`config.mk`:
```
export PLATFORM = sky130hd
export DESIGN_NAME = pcss_chip_rx
export DESIGN_NICKNAME = d
export VERILOG_FILES = /design/src/rtl/pcss_pkg.sv /design/src/rtl/pcss_sync2.sv /design/src/rtl/pcss_chip_rx.sv
export SDC_FILE = /design/constraint.sdc
export NUM_CORES = 1
export LEC_CHECK = 0
export ABC_AREA = 1
export BUFFER_PORTS_ARGS = -buffer_cell sky130_fd_sc_hd__buf_2
export CAP_MARGIN = 20
export CORE_MARGIN = 10
export CORE_UTILIZATION = 51
export DETAILED_ROUTE_END_ITERATION = 10
export GPL_TIMING_DRIVEN = 0
export PLACE_DENSITY = 0.79
export SLEW_MARGIN = 20
export SYNTH_ARGS = -nofsm -noshare
export SYNTH_HDL_FRONTEND = slang
export SYNTH_HIERARCHICAL = 1
export SYNTH_SLANG_ARGS = --single-unit
```
`constraint.sdc`:
```
create_clock -name clk -period 1.6 [get_ports clk]
set_input_delay 0.24 -clock clk [delete_from_list [all_inputs] [get_ports clk]]
set_output_delay 0.24 -clock clk [all_outputs]
set_load 0.01 [all_outputs]
```
`src/rtl/pcss_pkg.sv`:
```
// Shared constants and FSM encoding for the inter-chip PCSS link.
// Both the receive and transmit sides import this package.
package pcss_pkg;

  localparam int CHIPDATA_WIDTH = 16;
  localparam int FLITS          = 4;
  localparam int PKT_W          = CHIPDATA_WIDTH * FLITS;
  localparam int ERRW           = 8;

  typedef enum logic {
    IDLE = 1'b0,
    ACK  = 1'b1
  } rx_state_t;

endpackage

```
`src/rtl/pcss_sync2.sv`:
```
// Two-flop synchronizer for a single-bit level crossing into clk.
// Used on the receive side; the transmit side reuses it.
module pcss_sync2 (
  input  logic clk,
  input  logic rst_n,
  input  logic d,
  output logic q
);

  logic meta;

  always_ff @(posedge clk or negedge rst_n) begin
    if (!rst_n) begin
      meta <= 1'b0;
      q    <= 1'b0;
    end else begin
      meta <= d;
      q    <= meta;
    end
  end

endmodule

```
`src/rtl/pcss_chip_rx.sv`:
```
// Inter-chip receiver: four-phase flit handshake with parity check,
// assembles FLITS flits MSB-first into one packet for the core router.
module pcss_chip_rx #(
  parameter int CHIPDATA_WIDTH = pcss_pkg::CHIPDATA_WIDTH,
  parameter int FLITS          = pcss_pkg::FLITS,
  parameter int PKT_W          = CHIPDATA_WIDTH * FLITS,
  parameter int ERRW           = pcss_pkg::ERRW
) (
  input  logic                      clk,
  input  logic                      rst_n,
  input  logic [CHIPDATA_WIDTH-1:0] recv_data_in,
  input  logic                      recv_data_valid,
  input  logic                      recv_data_par,
  output logic                      recv_data_ready,
  output logic                      recv_data_err,
  output logic [PKT_W-1:0]          pkt_out,
  output logic                      pkt_valid,
  input  logic                      pkt_ready,
  output logic [ERRW-1:0]           err_cnt
);

  import pcss_pkg::*;

  // Handshakes:
  //  link side  : four-phase. The neighbour raises recv_data_valid with data and
  //               parity stable; we raise recv_data_ready (with recv_data_err for a
  //               parity fault) and hold it until valid drops, then drop ready.
  //  router side: valid/ready. pkt_out transfers on a clk edge where pkt_valid and
  //               pkt_ready are both 1; pkt_out is stable while pkt_valid waits.

  localparam int CNT_W = (FLITS > 1) ? $clog2(FLITS) : 1;
  localparam int BUF_W = CHIPDATA_WIDTH * (FLITS - 1);
  localparam logic [CNT_W-1:0] LAST_FLIT = CNT_W'(FLITS - 1);
  localparam logic [ERRW-1:0]  ERR_MAX   = {ERRW{1'b1}};

  rx_state_t                    state, state_n;
  logic                         valid_s;
  logic                         ready_n, err_n, pkt_valid_n;
  logic [CNT_W-1:0]             flit_cnt, flit_cnt_n;
  logic [BUF_W-1:0]             flit_buf, flit_buf_n;
  logic [PKT_W-1:0]             pkt_out_n;
  logic [ERRW-1:0]              err_cnt_n;
  logic [BUF_W+CHIPDATA_WIDTH-1:0] shifted;
  logic                         par_bad, slot_free;

  pcss_sync2 u_valid_sync (
    .clk  (clk),
    .rst_n(rst_n),
    .d    (recv_data_valid),
    .q    (valid_s)
  );

  assign shifted   = {flit_buf, recv_data_in};
  assign par_bad   = recv_data_par != (^recv_data_in);
  assign slot_free = !pkt_valid || pkt_ready;

  always_ff @(posedge clk or negedge rst_n) begin
    if (!rst_n) begin
      state           <= IDLE;
      recv_data_ready <= 1'b0;
      recv_data_err   <= 1'b0;
      flit_cnt        <= '0;
      flit_buf        <= '0;
      pkt_out         <= '0;
      pkt_valid       <= 1'b0;
      err_cnt         <= '0;
    end else begin
      state           <= state_n;
      recv_data_ready <= ready_n;
      recv_data_err   <= err_n;
      flit_cnt        <= flit_cnt_n;
      flit_buf        <= flit_buf_n;
      pkt_out         <= pkt_out_n;
      pkt_valid       <= pkt_valid_n;
      err_cnt         <= err_cnt_n;
    end
  end

  always_comb begin
    state_n     = state;
    ready_n     = recv_data_ready;
    err_n       = recv_data_err;
    flit_cnt_n  = flit_cnt;
    flit_buf_n  = flit_buf;
    pkt_out_n   = pkt_out;
    pkt_valid_n = pkt_valid;
    err_cnt_n   = err_cnt;

    if (pkt_valid && pkt_ready) pkt_valid_n = 1'b0;

    case (state)
      IDLE: begin
        if (valid_s) begin
          if (par_bad) begin
            state_n = ACK;
            ready_n = 1'b1;
            err_n   = 1'b1;
            if (err_cnt != ERR_MAX) err_cnt_n = err_cnt + ERRW'(1);
          end else if (flit_cnt != LAST_FLIT) begin
            state_n    = ACK;
            ready_n    = 1'b1;
            err_n      = 1'b0;
            flit_buf_n = shifted[BUF_W-1:0];
            flit_cnt_n = flit_cnt + CNT_W'(1);
          end else if (slot_free) begin
            // Last flit only acknowledged once the router slot can take the packet.
            state_n     = ACK;
            ready_n     = 1'b1;
            err_n       = 1'b0;
            pkt_out_n   = shifted;
            pkt_valid_n = 1'b1;
            flit_cnt_n  = '0;
          end
        end
      end
      ACK: begin
        if (!valid_s) begin
          state_n = IDLE;
          ready_n = 1'b0;
          err_n   = 1'b0;
        end
      end
      default: begin
        state_n = IDLE;
        ready_n = 1'b0;
        err_n   = 1'b0;
      end
    endcase
  end

endmodule

```
==> results by group, run 1 <==
Setup path
  – CP arrival: 1.98 ns
  – Critical Path Max Stage Delay: 0.35 ns
  – CP endpoint kind: flop
  – FF-to-FF setup slack: 0.04 ns
  – Crit-path cells: inv_1, nor2_4, inv_4, nor2_4, buf_4, nand3_4, buf_6, nand2_1, nand2_1
  – Slowest-stage cell, CP: dfrtp_1
  – CP startpoint kind: flop
  – CP bufs+invs: 4
  – Crit-path leading delay family: simple AND/OR/NAND/NOR gates
  – Worst Setup Path Type: reg2reg
  – Req. time, crit path: 2.01 ns
  – Worst-path fanout max: 10

Clock network
  – Reg clk slew, reported paths: 0.06 ns
  – Clk buf depth: 2
  – TritonCTS clock tree: done
  – Clk sinks: 128
  – Number of buffers created by CTS: 17
  – H-tree Lvls: 4
  – Worst-skew pair later-pin latency: 0.52 ns
  – Root Driver: clkbuf_8

Global route
  – Global route overflow: 0
  – GRT Overall Usage: 0.192
  – Largest net degree at the start of global routing: 85
  – Initial antenna violation count: 0
  – Global-route wire length before repair: 24.8 mm
  – Number of global-route vias before repair: 5051

Routing
  – Drt drc: 0
  – DR iter-0 viols: 394
  – Antenna Nets Post-Route: 0
  – WL/cell: 16.2 um
  – DR pass1 iterations: 5
  – DR vias: 4944
  – Total Routed Length: 15.1 mm
  – Vias per cell: 5.33

STA
  – Final min period: 1.56 ns
  – Max transition margin: 0.704
  – Fin. Hold Viols: 0
  – Final period util: 0.977
  – Endpoints failing setup: 0
  – Max Transition Viols Final: 0
  – Skew final: 0.00834 ns
  – RSZ-0062 raised after global routing: yes
  – Worst-margin pin slew: 0.444 ns
  – Total negative slack: 0 ns
  – Final WS setup: 0.0371 ns
  – Fmax: 640 MHz

Placement
  – Dpl cell area: 6320 um2
  – Routability-driven placement congestion ratio: 0.857
  – Port Buffers: 95
  – Placed wire-length estimate: 10.5 mm
  – Pre-CTS setup slack: -0.492 ns

Cells and area
  – Most frequent cells in the layout: 291 x nand2_1, 128 x dfrtp_1, 104 x buf_2
  – Most common cell after layout, fill and taps aside: nand2_1
  – Antenna Diode Count: 0
  – Area added between synthesis and finish: 27.9%
  – Share of post-route cells with drive strength above 1: 0.247
  – Post-route cell area: 7210 um2
  – Nets@finish: 798
  – Fin util: 0.665

Power and ir drop
  – Switching Share: 0.352
  – Switching power: 4.52 mW
  – Share of power burned in combinational logic: 0.267
  – Pwr Density: 1780 nW/um2
  – Pint: 8.31 mW
  – Seq pwr share: 0.426
  – Clk pwr share: 0.307
  – P_leak: 4.06 nW
  – Max rail drop VDD: 0.854 mV

Die
  – Core ar.: 10800 um2
  – Initial Utilization: 0.520
  – DIE HEIGHT: 125 um
  – Full die area: 15700 um2
  – IO Pins: 96
  – Die W: 125 um
  – Site Rows: 38

Logic synthesis
  – Top cell type's share of synthesized area: 0.568
  – Gate Count Post-Synth: 639
  – Distinct cell type count after synthesis: 24
  – Post-Syn Area: 5640 um2
  – Synth Register Bits: 128
  – Area contributors post-synth: dfrtp_1 57%, nand2_1 19%, nand4_1 7.2%, nand3_1 4.4%, buf_6 2.8%
  – Synth Warn #: 6
  – Cell taking the most area after synthesis: dfrtp_1
  – Mean Syn Cell Area: 8.82 um2
  – Syn nets: 662
  – Sequential area share after synthesis: 0.568

Hold path
  – Hold crit path type: in2reg

Status
  – Outcome: complete, no violations

Run
  – Max cap viols: 0
==> sequential cells by signal (all words and copies together) (netlist names) <==
signal	count
pkt_valid	1
pkt_out	64
recv_data_err	1
flit_cnt	2
recv_data_ready	1
u_valid_sync/meta	1
state	1
flit_buf	48
err_cnt	8
u_valid_sync/q	1
==> power by group through the flow <==
stage                     combinational [mW]  sequential [mW]  clock, mW
final                                   3.43             5.47       3.94
after detailed placement                3.34             5.47          0
after global routing                    3.90             5.61       4.13
after CTS                               3.42             5.44       3.99
after global placement                  3.21             5.41          0
after floorplan                         1.76             5.51          0
==> layer usage <==
metal,track usage,wire [um]
met3,0.0629,974
met1,0.231,6350
met2,0.313,7400
met5,0,0
met4,0.0786,345
==> metrics by stage <==
stage | hold WS, ns | cells | power (mW)
2_1_floorplan | -0.0556 | 639 | 7.27
4_1_cts | 0.00147 | 918 | 12.8
6_report | 0.0254 | 928 | 12.8
5_1_grt | 0.00370 | 928 | 13.6
3_5_place_dp | 0.189 | 875 | 8.81
3_3_place_gp | 0.339 | 874 | 8.63
==> worst paths after layout <==
path                                                   from                       end  cells after the start
worst min-delay path                        recv_data_in[4]    pkt_out[4]$_DFFE_PN0P_                      3
worst min register to register  u_valid_sync/meta$_DFF_PN0_  u_valid_sync/q$_DFF_PN0_                      0
max in group asynchronous                             rst_n  flit_buf[39]$_DFFE_PN0P_                      3
worst max register to register     u_valid_sync/q$_DFF_PN0_   pkt_out[63]$_DFFE_PN0P_                      9
min in group asynchronous                             rst_n   pkt_out[61]$_DFFE_PN0P_                      2
worst max-delay path               u_valid_sync/q$_DFF_PN0_   pkt_out[63]$_DFFE_PN0P_                      9
==> repair_timing <==
action / in CTS / in global routing
hold buffers: 11 / 0
cloned: 0 / 2
pin swaps: 1 / 3
gates resized for setup: 15 / 26
setup buffers: 0 / 8
endpoints found under the hold margin: 54 / 0
endpoints found under the setup margin: 121 / 109
==> cell usage after synthesis <==
cell	number
nand2_1	292
dfrtp_1	128
nand4_1	65
nand3_1	50
inv_1	16
buf_6	14
buf_2	13
clkbuf_1	13
xor2_1	10
nor2_1	8
o21ai_1	7
xnor2_1	6
inv_2	4
ha_1	2
nand2_4	2
a31oi_1	1
buf_8	1
nand2_2	1
nand3_2	1
nand3_4	1
nor3_1	1
o211ai_1	1
o22ai_1	1
or2_2	1
==> logic make-up (layout without fill, tap and decap cells) <==
kind of cell / Yosys count / in the layout / synth area share
AND/OR/NAND/NOR: 422 / 423 / 0.328
adder cells (fa/ha/maj): 2 / 2 / 0.00444
buffers and inverters: 61 / 209 / 0.0642
flip-flops: 128 / 128 / 0.568
AO/OA/AOI/OAI: 10 / 10 / 0.00977
XOR/XNOR: 16 / 16 / 0.0249
==> area by class of cell <==
cell class	count	area (um2)
Buffer	41	322
Timing Repair Buffer	116	691
Multi-Input combinational cell	451	2130
Clock inverter	14	180
Sequential cell	128	3200
Fill cell	877	3630
Inverter	20	77.6
Tap cell	140	175
Clock buffer	18	428
==> worst register-to-register path, cell delays in order (launching register included) <==
cell and delay [ns]:
dfrtp_1 0.35, inv_1 0.08, nor2_4 0.16, inv_4 0.09
nor2_4 0.19, buf_4 0.16, nand3_4 0.13, buf_6 0.19
nand2_1 0.06, nand2_1 0.05
Power figures use the tool's default switching activity.
==> inputs of run 2 (changes only) <==
--- a/config.mk
+++ b/config.mk
@@ -5,11 +5,10 @@
 export SDC_FILE = /design/constraint.sdc
 export NUM_CORES = 1
 export LEC_CHECK = 0
-export ABC_AREA = 1
 export BUFFER_PORTS_ARGS = -buffer_cell sky130_fd_sc_hd__buf_2
 export CAP_MARGIN = 20
 export CORE_MARGIN = 10
-export CORE_UTILIZATION = 51
+export CORE_UTILIZATION = 50
 export DETAILED_ROUTE_END_ITERATION = 10
 export GPL_TIMING_DRIVEN = 0
 export PLACE_DENSITY = 0.79
==> run 2 against run 1 <==
- the flow now finishes with violations (negative setup slack)
- register-to-register slack got worse by 0.46 ns
- clock power increased by 2%
- combinational power up 74%
- design area fell by 0.17%
- sequential share of layout area rose by 0.077 points
- wire length fell by 16%
- critical path depth fell by 1
- sequential power increased by 4.0%
- synthesized cell count is 51% lower
- largest power group is now combinational logic
- highest routed layer unchanged
==> results by group, run 2 <==
STA
  – Worst-margin pin slew: 0.635 ns (was 0.444 ns)
  – Final period util: 1.29 (was 0.977)
  – Skew final: 0.00702 ns (was 0.00834 ns)
  – Minimum hold slack: 0.0283 ns (was 0.0254 ns)
  – Endpoints failing setup: 123 (was 0)
  – Max transition margin: 0.577 (was 0.704)
  – Final WS setup: -0.464 ns (was 0.0371 ns)
  – Max Transition Viols Final: 0 (unchanged)
  – Final min period: 2.06 ns (was 1.56 ns)
  – Fin. Hold Viols: 0 (unchanged)
  – Fmax: 484 MHz (was 640 MHz)
  – RSZ-0062 raised after global routing: yes (unchanged)

Logic synthesis
  – Synth Warn #: 6 (unchanged)
  – Gate Count Post-Synth: 313 (was 639)
  – Mean Syn Cell Area: 16.3 um2 (was 8.82 um2)
  – Synth Register Bits: 128 (unchanged)
  – Syn nets: 336 (was 662)
  – Async set or reset register ratio after synthesis: 1.00 (unchanged)
  – Area contributors post-synth: dfrtp_1 63%, mux2_2 22%, mux2_4 2.7%, buf_6 1.8%, xnor2_1 1.4% (was dfrtp_1 57%, nand2_1 19%, nand4_1 7.2%, nand3_1 4.4%, buf_6 2.8%)
  – Cell taking the most area after synthesis: dfrtp_1 (unchanged)
  – Top cell type's share of synthesized area: 0.629 (was 0.568)
  – Most numerous cell in the Yosys netlist: dfrtp_1 (was nand2_1)
  – Post-synth EDFFs: 0 (unchanged)
  – Distinct cell type count after synthesis: 30 (was 24)
  – Sequential area share after synthesis: 0.629 (was 0.568)
  – Most common library cells after synthesis: 128 x dfrtp_1, 100 x mux2_2, 9 x mux2_4, 9 x nand2_1 (was 292 x nand2_1, 128 x dfrtp_1, 65 x nand4_1)
  – Primary FF master, synth: dfrtp_1 (unchanged)
  – Post-Syn Area: 5100 um2 (was 5640 um2)

Die
  – IO Pins: 96 (unchanged)
  – Site Rows: 36 (was 38)
  – Core ar.: 9860 um2 (was 10800 um2)
  – Initial Utilization: 0.517 (was 0.520)
  – Die W: 121 um (was 125 um)
  – Full die area: 14600 um2 (was 15700 um2)
  – DIE HEIGHT: 121 um (was 125 um)

Setup path
  – CP endpoint kind: flop (unchanged)
  – Req. time, crit path: 2.00 ns (was 2.01 ns)
  – Most used cell, CP: xnor3_2
  – Slowest-stage cell, CP: xnor3_2 (was dfrtp_1)
  – Critical Path Max Stage Delay: 0.45 ns (was 0.35 ns)
  – CP arrival: 2.46 ns (was 1.98 ns)
  – Worst-path fanout max: 5 (was 10)
  – Worst Setup Path Type: in2reg (was reg2reg)
  – CP startpoint kind: input pin (was flop)
  – Crit-path cells: buf_8, xnor3_1, xnor3_2, xnor3_2, buf_6, or3_4, buf_12, mux2_4 (was inv_1, nor2_4, inv_4, nor2_4, buf_4, nand3_4, buf_6, nand2_1, nand2_1)

Power and ir drop
  – Clk pwr share: 0.256 (was 0.307)
  – P_leak: 3.58 nW (was 4.06 nW)
  – Pint: 10.9 mW (was 8.31 mW)
  – Switching power: 4.75 mW (was 4.52 mW)
  – Seq pwr share: 0.363 (was 0.426)
  – Pwr Density: 2180 nW/um2 (was 1780 nW/um2)
  – Share of power burned in combinational logic: 0.381 (was 0.267)
  – Max rail drop VDD: 1.24 mV (was 0.854 mV)
  – Switching Share: 0.303 (was 0.352)

Clock network
  – H-tree Lvls: 4 (unchanged)
  – Number of buffers created by CTS: 17 (unchanged)
  – Root Driver: clkbuf_8 (unchanged)
  – Clk buf depth: 2 (unchanged)
  – Worst-skew pair later-pin latency: 0.52 ns (about the same)
  – Clk sinks: 128 (unchanged)
  – TritonCTS clock tree: done (unchanged)
  – Reg clk slew, reported paths: 0.06 ns (about the same)

Run
  – Max cap viols: 0 (unchanged)

Routing
  – DR pass1 iterations: 4 (was 5)
  – Met2 wire length: 6.71 mm (was 7.40 mm)
  – DR top layer: met4 (unchanged)
  – Vias per cell: 5.17 (was 5.33)
  – Drt drc: 0 (unchanged)
  – Total Routed Length: 12.6 mm (was 15.1 mm)
  – DR vias: 3185 (was 4944)
  – Wire length on met1: 4.92 mm (was 6.35 mm)
  – WL/cell: 20.4 um (was 16.2 um)
  – Met3 wire len: 713 um (was 974 um)
  – DR iter-0 viols: 188 (was 394)
  – Antenna Nets Post-Route: 0 (unchanged)

Cells and area
  – Share of post-route cells with drive strength above 1: 0.631 (was 0.247)
  – Most common cell after layout, fill and taps aside: dfrtp_1 (was nand2_1)
  – Largest registers: pkt_out (64), flit_buf (48), err_cnt (8) (unchanged)
  – Finished Layout Cells: 616 (was 928)
  – Most frequent cells in the layout: 128 x dfrtp_1, 94 x mux2_2, 92 x buf_2 (was 291 x nand2_1, 128 x dfrtp_1, 104 x buf_2)
  – Antenna Diode Count: 0 (unchanged)
  – Area added between synthesis and finish: 41.2% (was 27.9%)
  – Nets@finish: 493 (was 798)
  – Largest Register: pkt_out (unchanged)
  – Max FFs per register: 64 (unchanged)

Global route
  – Number of global-route vias before repair: 3547 (was 5051)
  – Global route overflow: 0 (unchanged)
  – GRT Overall Usage: 0.172 (was 0.192)
  – Largest net degree at the start of global routing: 71 (was 85)
  – Initial antenna violation count: 0 (unchanged)
  – Global-route wire length before repair: 19.2 mm (was 24.8 mm)

Placement
  – Placed insts: 542 (was 875)
  – Placed wire-length estimate: 7.70 mm (was 10.5 mm)
  – Routability-driven placement congestion ratio: 0.798 (was 0.857)
  – Port Buffers: 95 (unchanged)

Status
  – Outcome: finished with violations (was complete, no violations)
  – Failing checks: negative setup slack

Hold path
  – Hold crit path type: in2reg (unchanged)
-- run 2: repair_timing --
| item | in CTS | in global routing |
|---|---|---|
| pin swaps | 13 | 11 |
| endpoints found under the setup margin | 117 | 122 |
| cloned | 3 | 3 |
| endpoints found under the hold margin | 86 | 0 |
| resized for setup | 53 | 25 |
| buffers inserted | 21 | 8 |
| hold buffers | 12 | 0 |
-- run 2: power by group through the flow --
| stage | clock network (mW) | logic [mW] | registers, mW |
|---|---|---|---|
| after floorplan | 0 | 2.58 | 5.93 |
| after global placement | 0 | 4.41 | 5.60 |
| after detailed placement | 0 | 4.55 | 5.72 |
| after CTS | 4.08 | 5.60 | 5.67 |
| after global routing | 4.24 | 6.42 | 5.92 |
| final | 4.02 | 5.98 | 5.69 |
-- run 2: worst max-delay path: cells and delay by family --
kind	cells	cell delay, ns
AND/OR/NAND/NOR	1	0.44
buffers and inverters	3	0.40
XOR/XNOR	3	1.08
multiplexers	1	0.29
-- run 2: routing by layer --
layer,global-route usage,vias up
met5,0,-
met4,0.0626,0
met3,0.0689,19
met2,0.289,86
met1,0.193,1653
li1,-,1427
-- run 2: cell families after synthesis --
group | after synthesis | synth area share
buf+inv | 15 | 0.0243
xor+xnor | 19 | 0.0466
compound gates | 6 | 0.00736
fa+ha+maj | 2 | 0.00491
simple gates | 28 | 0.0277
mux | 115 | 0.260
flops | 128 | 0.629
-- run 2: stage by stage --
| stage | power, mW | worst slack [ns] | cell area (um2) | setup TNS, ns | util |
|---|---|---|---|---|---|
| 2_1_floorplan | 8.51 | -0.760 | 5160 | -70.75 | - |
| 3_3_place_gp | 10.0 | -1.27 | 5800 | -269.75 | 0.588 |
| 5_1_grt | 16.6 | -0.486 | 7200 | -51.00 | 0.730 |
| 3_5_place_dp | 10.3 | -1.11 | 5840 | -111.92 | 0.592 |
| 6_report | 15.7 | -0.464 | 7200 | -48.18 | 0.730 |
| 4_1_cts | 15.4 | -0.485 | 7030 | -47.81 | 0.713 |
-- run 2: final cells by class --
class                   count  area [um2]
plain buffers               9         166
clock buffers              22         463
clock inverters            10         158
fillers                   656        2670
inverters                   2        7.51
multi-input cells         171        1970
flip-flops and latches    128        3200
well taps                 133         166
repair buffers            141        1060
-- run 2: worst paths after layout --
check,from,end,slack (ns),cells after the start
worst min register to register,u_valid_sync/meta$_DFF_PN0_,u_valid_sync/q$_DFF_PN0_,0.35,0
worst max-delay path,recv_data_in[9],pkt_out[40]$_DFFE_PN0P_,-0.46,8
worst min-delay path,recv_data_in[5],pkt_out[5]$_DFFE_PN0P_,0.03,2
max in group asynchronous,rst_n,err_cnt[3]$_DFFE_PN0P_,0.61,3
worst max register to register,u_valid_sync/q$_DFF_PN0_,pkt_out[17]$_DFFE_PN0P_,-0.42,6
min in group asynchronous,rst_n,flit_buf[36]$_DFFE_PN0P_,0.29,2
==> inputs of run 3 (changes only) <==
--- a/config.mk
+++ b/config.mk
@@ -5,15 +5,15 @@
 export SDC_FILE = /design/constraint.sdc
 export NUM_CORES = 1
 export LEC_CHECK = 0
+export ABC_AREA = 1
 export BUFFER_PORTS_ARGS = -buffer_cell sky130_fd_sc_hd__buf_2
 export CAP_MARGIN = 20
 export CORE_MARGIN = 10
 export CORE_UTILIZATION = 50
 export DETAILED_ROUTE_END_ITERATION = 10
 export GPL_TIMING_DRIVEN = 0
-export PLACE_DENSITY = 0.79
+export PLACE_DENSITY = 0.78
 export SLEW_MARGIN = 20
 export SYNTH_ARGS = -nofsm -noshare
 export SYNTH_HDL_FRONTEND = slang
-export SYNTH_HIERARCHICAL = 1
 export SYNTH_SLANG_ARGS = --single-unit
==> run 3 against run 2 <==
- the run now ends clean
- utilization down 8.0 points
- clock skew about the same
- sequential cell count unchanged
- design area down 2.2%
- sequential share of layout area up 1.0 points
- fmax up 35%
- clock power down 9.2%
- critical path type is now reg2reg
==> results by group, run 3 <==
Status
  – Outcome: complete, no violations (was finished with violations)

Die
  – DIE HEIGHT: 125 um (was 121 um)
  – IO Pins: 96 (unchanged)
  – Site Rows: 38 (was 36)
  – Initial Utilization: 0.511 (was 0.517)
  – Full die area: 15700 um2 (was 14600 um2)
  – Die W: 125 um (was 121 um)
  – Core ar.: 10800 um2 (was 9860 um2)

STA
  – Final min period: 1.52 ns (was 2.06 ns)
  – Fin. Hold Viols: 0 (unchanged)
  – Max Transition Viols Final: 0 (unchanged)
  – Final period util: 0.952 (was 1.29)
  – Max transition margin: 0.632 (was 0.577)
  – Worst-margin pin slew: 0.552 ns (was 0.635 ns)
  – Fmax: 656 MHz (was 484 MHz)
  – Skew final: 0.00702 ns (about the same)
  – Endpoints failing setup: 0 (was 123)
  – Final WS setup: 0.0765 ns (was -0.464 ns)

Cells and area
  – Antenna Diode Count: 0 (unchanged)
  – Max FFs per register: 64 (unchanged)
  – Fin util: 0.649 (was 0.730)
  – Post-route cell area: 7040 um2 (was 7200 um2)
  – Filler cells: 870 (was 656)
  – Most frequent cells in the layout: 289 x nand2_1, 128 x dfrtp_1, 100 x buf_2 (was 128 x dfrtp_1, 94 x mux2_2, 92 x buf_2)
  – Largest registers: pkt_out (64), flit_buf (48), err_cnt (8) (unchanged)
  – Largest Register: pkt_out (unchanged)
  – Most common cell after layout, fill and taps aside: nand2_1 (was dfrtp_1)
  – Register area: 3200 um2 (unchanged)
  – Area added between synthesis and finish: 27.1% (was 41.2%)
  – Area of the multi-input gates: 2120 um2 (was 1970 um2)
  – Share of post-route cells with drive strength above 1: 0.241 (was 0.631)
  – Nets@finish: 791 (was 493)
  – Finished Layout Cells: 921 (was 616)

Clock network
  – TritonCTS clock tree: done (unchanged)
  – Number of buffers created by CTS: 17 (unchanged)
  – Clk sinks: 128 (unchanged)
  – Root Driver: clkbuf_8 (unchanged)
  – Reg clk slew, reported paths: 0.06 ns (about the same)
  – Clk buf depth: 2 (unchanged)
  – H-tree Lvls: 4 (unchanged)
  – Worst-skew pair later-pin latency: 0.52 ns (about the same)

Logic synthesis
  – Synth Warn #: 0 (was 6)
  – Post-synth EDFFs: 0 (unchanged)
  – Async set or reset register ratio after synthesis: 1.00 (unchanged)
  – Mean Syn Cell Area: 8.66 um2 (was 16.3 um2)
  – Synth Area in XOR/XNOR: 0.0269 (was 0.0466)
  – Most numerous cell in the Yosys netlist: nand2_1 (was dfrtp_1)
  – Syn nets: 662 (was 336)
  – Synth Register Bits: 128 (unchanged)
  – Post-synthesis compound-gate area fraction: 0.0140 (was 0.00737)
  – Distinct cell type count after synthesis: 21 (was 30)
  – Sequential area share after synthesis: 0.579 (was 0.629)
  – Cell taking the most area after synthesis: dfrtp_1 (unchanged)
  – Simple-Gate Fraction of Synth Area: 0.327 (was 0.0277)
  – Most common library cells after synthesis: 290 x nand2_1, 128 x dfrtp_1, 65 x nand4_1 (was 128 x dfrtp_1, 100 x mux2_2, 9 x mux2_4, 9 x nand2_1)
  – Gate Count Post-Synth: 639 (was 313)
  – Area contributors post-synth: dfrtp_1 58%, nand2_1 20%, nand4_1 7.3%, nand3_1 4.5%, buf_2 1.6% (was dfrtp_1 63%, mux2_2 22%, mux2_4 2.7%, buf_6 1.8%, xnor2_1 1.4%)
  – Post-Synth Adder-Cell Area: 0.00452 (was 0.00491)
  – Primary FF master, synth: dfrtp_1 (unchanged)
  – Top cell type's share of synthesized area: 0.579 (was 0.629)
  – Post-Syn Area: 5540 um2 (was 5100 um2)
  – Mux share of post-synthesis cell area: 0 (was 0.260)
  – Main combinational cell family by area after synthesis: simple AND/OR/NAND/NOR gates (was multiplexers)

Routing
  – DR iter-0 viols: 402 (was 188)
  – Vias per cell: 5.38 (was 5.17)
  – DR vias: 4952 (was 3185)
  – WL/cell: 16.5 um (was 20.4 um)
  – Drt drc: 0 (unchanged)
  – Total Routed Length: 15.2 mm (was 12.6 mm)
  – Antenna Nets Post-Route: 0 (unchanged)
  – DR pass1 iterations: 7 (was 4)

Hold path
  – WHS Path Cells: 3 (was 2)
  – Hold crit path type: in2reg (unchanged)

Setup path
  – Worst Setup Path Type: reg2reg (was in2reg)
  – Worst-path fanout max: 10 (was 5)
  – FF-to-FF setup slack: 0.08 ns (was -0.42 ns)
  – CP arrival: 1.97 ns (was 2.46 ns)
  – Worst r2r path cells: 8 (was 6)
  – CP startpoint kind: flop (was input pin)
  – CP endpoint kind: flop (unchanged)
  – Req. time, crit path: 2.05 ns (was 2.00 ns)

Global route
  – Number of global-route vias before repair: 4887 (was 3547)
  – Global route overflow: 0 (unchanged)
  – Global-route wire length before repair: 24.6 mm (was 19.2 mm)
  – GRT Overall Usage: 0.191 (was 0.172)
  – Initial antenna violation count: 0 (unchanged)
  – Largest net degree at the start of global routing: 70 (was 71)

Placement
  – Placed insts: 875 (was 542)
  – Pre-CTS setup slack: -0.601 ns (was -1.11 ns)
  – Routability-driven placement congestion ratio: 0.887 (was 0.798)
  – Placed wire-length estimate: 10.3 mm (was 7.70 mm)
  – Dpl cell area: 6220 um2 (was 5840 um2)
  – Port Buffers: 95 (unchanged)

Run
  – Max cap viols: 0 (unchanged)

Power and ir drop
  – Max rail drop VDD: 0.759 mV (was 1.24 mV)
  – Pwr Density: 1820 nW/um2 (was 2180 nW/um2)
  – Total power: 12.8 mW (was 15.7 mW)
  – P_leak: 3.96 nW (was 3.58 nW)
==> run 3: changes by cell type after synthesis, moves of 8 or more <==
cell and change:
inv_1 +19, mux2_4 -9, buf_6 -8, buf_2 +15, nand4_1 +65, mux2_2 -100
clkbuf_1 +19, nand3_1 +47, nand2_1 +281, o21ai_1 +9
==> run 3: final timing paths <==
| kind | end | start |
|---|---|---|
| max in group asynchronous | flit_buf[1]$_DFFE_PN0P_ | rst_n |
| worst min-delay path | flit_buf[0]$_DFFE_PN0P_ | recv_data_in[0] |
| worst max register to register | flit_buf[9]$_DFFE_PN0P_ | u_valid_sync.q$_DFF_PN0_ |
| min in group asynchronous | pkt_out[61]$_DFFE_PN0P_ | rst_n |
| worst min register to register | u_valid_sync.q$_DFF_PN0_ | u_valid_sync.meta$_DFF_PN0_ |
| worst max-delay path | flit_buf[9]$_DFFE_PN0P_ | u_valid_sync.q$_DFF_PN0_ |
==> run 3: logic make-up after synthesis <==
group / count (synthesis)
AND/OR/NAND/NOR: 416
flip-flops: 128
buffers and inverters: 63
XOR/XNOR: 17
AO/OA/AOI/OAI: 13
adder cells (fa/ha/maj): 2
==> run 3: layout make-up <==
class,count,area share
plain buffers,40,0.0363
clock buffers,21,0.0638
clock inverters,11,0.0162
inverters,22,0.0121
multi-input cells,449,0.301
flip-flops and latches,128,0.455
well taps,140,0.0249
repair buffers,110,0.0903
==> run 3: where the power goes <==
part	leakage (nW)	internal [mW]	switching, mW	total (mW)
clock	0.277	2.28	1.36	3.65
combinational	2.01	1.45	2.29	3.75
sequential	1.67	4.52	0.934	5.45
total	3.96	8.25	4.59	12.8
==> run 3: repair_timing <==
item,4_1_cts,5_1_grt
cloned,0,1
setup buffers,2,10
hold buffers,2,0
endpoints found under the hold margin,60,0
pin swaps,0,4
gates resized for setup,17,45
endpoints found under the setup margin,110,116
==> run 3: critical path, stage by stage, from the launching register on <==
cell      delay [ns]
dfrtp_1         0.34
inv_1           0.09
nor2_4          0.17
inv_2           0.08
a21oi_4         0.22
buf_12          0.16
clkbuf_4        0.18
nand3_1         0.10
nand2_1         0.10
==> run 3: metal layers <==
metal	vias to the layer above	track usage	part of all wire
li1	2362	-	-
met1	2393	0.237	0.43
met2	178	0.307	0.48
met3	19	0.0600	0.072
met4	0	0.0650	0.015
met5	-	0	0
==> run 3: stage by stage <==
step / TNS [ns] / hold slack, ns
floorplan: 0 / -0.0556
global placement: -209.73 / 0.337
detailed placement: -58.21 / 0.254
CTS: -0.951 / 0.0000306
global route: -0.378 / 0.00436
finish: 0 / 0.0140
